$ cat config.mk
export PLATFORM = sky130hd
export DESIGN_NAME = procyon_lsu_am
export DESIGN_NICKNAME = d
export VERILOG_FILES = /design/src/rtl/procyon_lsu_am.sv
export SDC_FILE = /design/constraint.sdc
export NUM_CORES = 1
export LEC_CHECK = 0
export ABC_AREA = 1
export CORE_AREA = 10 10 129 131
export CTS_BUF_LIST = sky130_fd_sc_hd__clkbuf_2
export CTS_CLUSTER_SIZE = 8
export DETAILED_ROUTE_END_ITERATION = 12
export DIE_AREA = 0 0 139 141
export GPL_ROUTABILITY_DRIVEN = 0
export GPL_TIMING_DRIVEN = 0
export PLACE_DENSITY = 0.87
export SLEW_MARGIN = 20
export SYNTH_ARGS = -nofsm -noshare
export SYNTH_HDL_FRONTEND = slang
export SYNTH_SLANG_ARGS = --single-unit
$ cat constraint.sdc
create_clock -name clk -period 3.64 [get_ports clk]
set_clock_uncertainty 0.1 [all_clocks]
set_input_delay 0.728 -clock clk [delete_from_list [all_inputs] [get_ports clk]]
set_output_delay 0.728 -clock clk [all_outputs]
set_load 0.02 [all_outputs]
$ cat src/rtl/procyon_lsu_am.sv
// procyon_lsu_am - LSU address/arbitration stage feeding the dcache D1 stage.
// Picks one of SQ retire / LQ replay / new RS op per cycle and registers the D1 bundle.
`ifndef PCYN_LSU_FUNC_WIDTH
`define PCYN_LSU_FUNC_WIDTH 3
`endif

module procyon_lsu_am #(
  parameter int OPTN_DATA_WIDTH    = 32,
  parameter int OPTN_ADDR_WIDTH    = 32,
  parameter int OPTN_LQ_DEPTH      = 8,
  parameter int OPTN_SQ_DEPTH      = 8,
  parameter int OPTN_ROB_IDX_WIDTH = 5,
  parameter int OPTN_STARVE_LIMIT  = 4
) (
  input  logic                            clk,
  input  logic                            rst,
  input  logic                            i_flush,

  input  logic                            i_fu_valid,
  input  logic [`PCYN_LSU_FUNC_WIDTH-1:0] i_fu_lsu_func,
  input  logic [OPTN_ADDR_WIDTH-1:0]      i_fu_op1,
  input  logic [OPTN_DATA_WIDTH-1:0]      i_fu_op2,
  input  logic [OPTN_DATA_WIDTH-1:0]      i_fu_imm,
  input  logic [OPTN_ROB_IDX_WIDTH-1:0]   i_fu_tag,
  output logic                            o_fu_stall,

  input  logic                            i_lq_full,
  input  logic                            i_sq_full,
  input  logic [OPTN_SQ_DEPTH-1:0]        i_alloc_sq_select,
  output logic                            o_alloc_lq_en,
  output logic                            o_alloc_sq_en,

  input  logic                            i_replay_en,
  input  logic [OPTN_LQ_DEPTH-1:0]        i_replay_select,
  input  logic [`PCYN_LSU_FUNC_WIDTH-1:0] i_replay_lsu_func,
  input  logic [OPTN_ADDR_WIDTH-1:0]      i_replay_addr,
  input  logic [OPTN_ROB_IDX_WIDTH-1:0]   i_replay_tag,
  output logic                            o_replay_ack,

  input  logic                            i_sq_retire_en,
  input  logic [OPTN_SQ_DEPTH-1:0]        i_sq_retire_select,
  input  logic [`PCYN_LSU_FUNC_WIDTH-1:0] i_sq_retire_lsu_func,
  input  logic [OPTN_ADDR_WIDTH-1:0]      i_sq_retire_addr,
  input  logic [OPTN_DATA_WIDTH-1:0]      i_sq_retire_data,
  input  logic [OPTN_ROB_IDX_WIDTH-1:0]   i_sq_retire_tag,
  output logic                            o_sq_retire_ack,

  output logic                            o_valid,
  output logic [`PCYN_LSU_FUNC_WIDTH-1:0] o_lsu_func,
  output logic [OPTN_LQ_DEPTH-1:0]        o_lq_select,
  output logic [OPTN_SQ_DEPTH-1:0]        o_sq_select,
  output logic [OPTN_ROB_IDX_WIDTH-1:0]   o_tag,
  output logic [OPTN_ADDR_WIDTH-1:0]      o_addr,
  output logic [OPTN_DATA_WIDTH-1:0]      o_retire_data,
  output logic                            o_retire,
  output logic                            o_replay
);

  localparam int FUNCW    = `PCYN_LSU_FUNC_WIDTH;
  localparam int STARVE_W = $clog2(OPTN_STARVE_LIMIT + 1);
  localparam logic [FUNCW-1:0] FUNC_SB = FUNCW'(5);
  localparam logic [FUNCW-1:0] FUNC_SH = FUNCW'(6);
  localparam logic [FUNCW-1:0] FUNC_SW = FUNCW'(7);
  localparam logic [STARVE_W-1:0] STARVE_MAX = STARVE_W'(OPTN_STARVE_LIMIT);

  logic [STARVE_W-1:0]        starve_cnt;
  logic                       fu_is_store;
  logic                       fu_eligible;
  logic                       starved;
  logic                       retire_req;
  logic                       replay_req;
  logic                       grant_retire;
  logic                       grant_replay;
  logic                       grant_new;
  logic [OPTN_ADDR_WIDTH-1:0] fu_addr;

  always_comb begin
    fu_is_store  = (i_fu_lsu_func == FUNC_SB) || (i_fu_lsu_func == FUNC_SH) ||
                   (i_fu_lsu_func == FUNC_SW);
    fu_eligible  = i_fu_valid & ~(~fu_is_store & i_lq_full) & ~(fu_is_store & i_sq_full) & ~i_flush;
    starved      = fu_eligible & (starve_cnt == STARVE_MAX);
    // Committed retires must drain even across a flush; replays are squashed by it
    retire_req   = i_sq_retire_en;
    replay_req   = i_replay_en & ~i_flush;
    grant_retire = ~rst & ~starved & retire_req;
    grant_replay = ~rst & ~starved & ~retire_req & replay_req;
    grant_new    = ~rst & fu_eligible & (starved | (~retire_req & ~replay_req));
    fu_addr      = i_fu_op1 + i_fu_imm[OPTN_ADDR_WIDTH-1:0];
  end

  assign o_sq_retire_ack = grant_retire;
  assign o_replay_ack    = grant_replay;
  assign o_fu_stall      = i_fu_valid & ~grant_new;
  assign o_alloc_lq_en   = grant_new & ~fu_is_store;
  assign o_alloc_sq_en   = grant_new & fu_is_store;

  always_ff @(posedge clk) begin
    if (rst || ~fu_eligible || grant_new) begin
      starve_cnt <= '0;
    end else if (starve_cnt != STARVE_MAX) begin
      starve_cnt <= starve_cnt + 1'b1;
    end
  end

  always_ff @(posedge clk) begin
    if (rst) begin
      o_valid       <= 1'b0;
      o_retire      <= 1'b0;
      o_replay      <= 1'b0;
      o_lsu_func    <= '0;
      o_lq_select   <= '0;
      o_sq_select   <= '0;
      o_tag         <= '0;
      o_addr        <= '0;
      o_retire_data <= '0;
    end else begin
      o_valid       <= grant_retire | grant_replay | grant_new;
      o_retire      <= grant_retire;
      o_replay      <= grant_replay;
      o_lsu_func    <= '0;
      o_lq_select   <= '0;
      o_sq_select   <= '0;
      o_tag         <= '0;
      o_addr        <= '0;
      o_retire_data <= '0;
      if (grant_retire) begin
        o_lsu_func    <= i_sq_retire_lsu_func;
        o_sq_select   <= i_sq_retire_select;
        o_tag         <= i_sq_retire_tag;
        o_addr        <= i_sq_retire_addr;
        o_retire_data <= i_sq_retire_data;
      end else if (grant_replay) begin
        o_lsu_func  <= i_replay_lsu_func;
        o_lq_select <= i_replay_select;
        o_tag       <= i_replay_tag;
        o_addr      <= i_replay_addr;
      end else if (grant_new) begin
        o_lsu_func    <= i_fu_lsu_func;
        o_sq_select   <= fu_is_store ? i_alloc_sq_select : '0;
        o_tag         <= i_fu_tag;
        o_addr        <= fu_addr;
        o_retire_data <= i_fu_op2;
      end
    end
  end

endmodule

==> results.json <==
{
  "crit_arrival_ps": 2790,
  "drt-pass1-iter-count": 6,
  "yosysTopAreaCell": "dfxtp_1",
  "max_cap_violations": 0,
  "grt_pass1_vias": 6791,
  "synthAdderAreaFrac": 0.0742,
  "insertion_delay_ps": 580,
  "slew_viol_final": 0,
  "powerDensity_nw_per_um2": 256,
  "nets": 1601,
  "final_cell_mix": "nand2_1 (434), clkdlybuf4s50_1 (339), inv_1 (139), nand3_1 (113), dfxtp_1 (94)",
  "worst_pin_slew_ps": 685,
  "pre_cts_ws_ps": -262,
  "syn_area_um2": 5840,
  "yosys_most_used_dff": "dfxtp_1",
  "drt-total-wl_um": 25800,
  "synthMuxAreaShare": 0,
  "ioPinCount": 344,
  "synth-xor-area-share": 0.00450,
  "crit_chain": "clkdlybuf4s50_1 -> o21ai_4 -> nand2_1 -> o21ai_1 -> and2_4 -> nand2_2 -> inv_6 -> nor2_1 -> clkdlybuf4s50_1",
  "netlist.area_leader.share": 0.322,
  "crit_path_end_kind": "output pin",
  "cts_sinks": 94,
  "synth_top_family_by_area": "simple AND/OR/NAND/NOR gates",
  "antenna_found_initial": 2,
  "grt_usage": 0.250,
  "synthToLayoutAreaGrowth_pct": 64.5,
  "grt_pass1_wl_um": 38600,
  "timing.final.ws_setup_ps": 17.4,
  "tritoncts": "done",
  "outcome": "finished, final reports clean",
  "ys_warn_count": 0,
  "reg2reg_from": "starve_cnt[0]$_SDFFE_PP0P_",
  "maxClockFrequency_mhz": 276,
  "ys_ff_latch": 94,
  "syn-num-nets": 1247,
  "r2r_end": "o_addr[24]$_SDFF_PP0_",
  "fin_crit_sh": 0.995,
  "initial_core_util": 0.411,
  "cts_buffers": 9,
  "critPathSlowestCell": "clkdlybuf4s50_1",
  "synth.avg_cell_area_um2": 6.05,
  "nFillCells": 1252,
  "path_clk_slew_ps": 190,
  "die_h_um": 141,
  "drive_gt1_frac": 0.0492,
  "io_buffers": 343,
  "hold_depth": 2,
  "grt_max_degree": 19,
  "hpwl_um": 22400,
  "worstHoldStart": "starve_cnt[0]$_SDFFE_PP0P_",
  "synth_cell_types": 32,
  "synth-simple-area-share": 0.459,
  "cpMostUsedCell": "clkdlybuf4s50_1",
  "worstSetupPathType": "in2out",
  "gr-total-overflow": 0,
  "hp-class": "reg2reg",
  "clk_path_buf_depth": 2,
  "ys_seq_area_frac": 0.322,
  "hold_viol": 0,
  "ir_drop_uv": 132,
  "syn_inst": 965,
  "drc_errors": 0,
  "rsz0062_at_grt": "true",
  "wl_per_cell_um": 17.1,
  "core_area_um2": 14200,
  "synth_top_cells_by_area": "dfxtp_1 (32%), nand2_1 (28%), nand3_1 (9.7%)",
  "final_util": 0.676,
  "ff2ff_setup_slack_ps": 1670,
  "synth-edff-count": 0,
  "reg2reg_depth": 9,
  "ant_nets": 0,
  "drt-initial-drc-count": 495,
  "dieWidth_um": 139,
  "final.min_clock_period_ps": 3620,
  "via_count": 7154,
  "final.setup.tns_ps": 0,
  "final_common_cell": "nand2_1",
  "synth_compound_area_frac": 0.0281,
  "maxSlewHeadroom": 0.542,
  "p_leak_nw": 4.82,
  "worst_path_largest_cell_delay_ps": 610,
  "vias_per_cell": 4.74,
  "hold_end": "starve_cnt[0]$_SDFFE_PP0P_",
  "die-area_um2": 19600,
  "cp.required_ps": 2810,
  "cts-root-buf": "clkbuf_2",
  "start_kind": "input pin",
  "cts.htree.levels": 3,
  "async_flop_share": 0,
  "setup_viol": 0,
  "num_rows": 44,
  "cp_max_fo": 18
}
-- metrics by stage --
stage / instances / hold WS (ps) / total power, mW / area, um2
floorplan: 965 / 357 / 1.54 / 5840
global placement: 1492 / 370 / 2.01 / 9500
detailed placement: 1492 / 382 / 2.03 / 9500
CTS: 1505 / 406 / 2.46 / 9580
global route: 1508 / 442 / 2.59 / 9600
finish: 1508 / 400 / 2.45 / 9600
-- worst max-delay path, delay by kind of cell --
kind	cells	cell delay [ps]
AND/OR/NAND/NOR	4	510
AO/OA/AOI/OAI	2	220
buffers and inverters	3	1330
-- Yosys cell counts, types with 2 or more instances --
| cell | n |
|---|---|
| buf_2 | 16 |
| dfxtp_1 | 94 |
| nand4_1 | 3 |
| o21bai_1 | 3 |
| or2_2 | 14 |
| inv_1 | 139 |
| nor3_1 | 3 |
| nand2_1 | 434 |
| nand3b_1 | 3 |
| a21oi_1 | 24 |
| nand3_1 | 113 |
| nand2_2 | 11 |
| ha_1 | 33 |
| nor2_1 | 56 |
| xor2_1 | 2 |
-- logic make-up (layout without fill, tap and decap cells) --
family,after synthesis,in the layout
and+or+nand+nor,643,643
buffers and inverters,161,518
DFF,94,94
adders and majority gates,34,34
AOI/OAI and AO/OA,30,30
xor gates and xnor gates,3,3
other,0,2
-- metal layers --
layer  track usage  share of wire
met1         0.280           0.38
met2         0.458           0.52
met3        0.0625          0.087
met4        0.0697          0.019
met5             0              0
-- sequential cells by signal (all words and copies together) (netlist names) --
signal         count
o_retire_data     32
o_tag              5
o_valid            1
o_retire           1
o_lq_select        8
starve_cnt         3
o_sq_select        8
o_replay           1
o_lsu_func         3
o_addr            32
-- worst max path at each step --
| stage | start | end | slack [ps] | cells past startpoint |
|---|---|---|---|---|
| after floorplan | i_fu_lsu_func[0] | o_fu_stall | 1080 | 7 |
| after global placement | i_fu_lsu_func[0] | o_replay_ack | -250 | 11 |
| after detailed placement | i_fu_lsu_func[0] | o_replay_ack | -260 | 11 |
| after CTS | i_fu_lsu_func[0] | o_fu_stall | -100 | 9 |
| after global routing | i_fu_lsu_func[1] | o_fu_stall | -70 | 9 |
| final | i_fu_lsu_func[2] | o_fu_stall | 20 | 9 |
-- layout make-up --
cell class / count / area [um2] / area share
buffer: 18 / 108 / 0.0112
multi-input combinational: 710 / 3320 / 0.345
inverter: 142 / 546 / 0.0568
timing repair buffer: 344 / 3440 / 0.358
sequential: 94 / 1880 / 0.196
tap: 184 / 230 / 0.0240
clock buffer: 10 / 50.0 / 0.00521
clock inverter: 4 / 25.0 / 0.00261
antenna: 2 / 5.00 / 0.000521
-- where the power goes --
part	leakage (nW)	total, mW	internal [mW]	switching, mW
clock	0.0533	0.435	0.0850	0.350
sequential	0.773	1.10	1.08	0.0126
combinational	3.99	0.924	0.475	0.449
-- timing repair --
action / in CTS / in global routing
endpoints found under the setup margin: 4 / 5
hold buffers: 0 / 0
gates resized for setup: 4 / 8
hold endpoints to repair: 0 / 0
setup buffers: 0 / 1
pin swaps: 0 / 1
(Power assumes the default switching activity.)
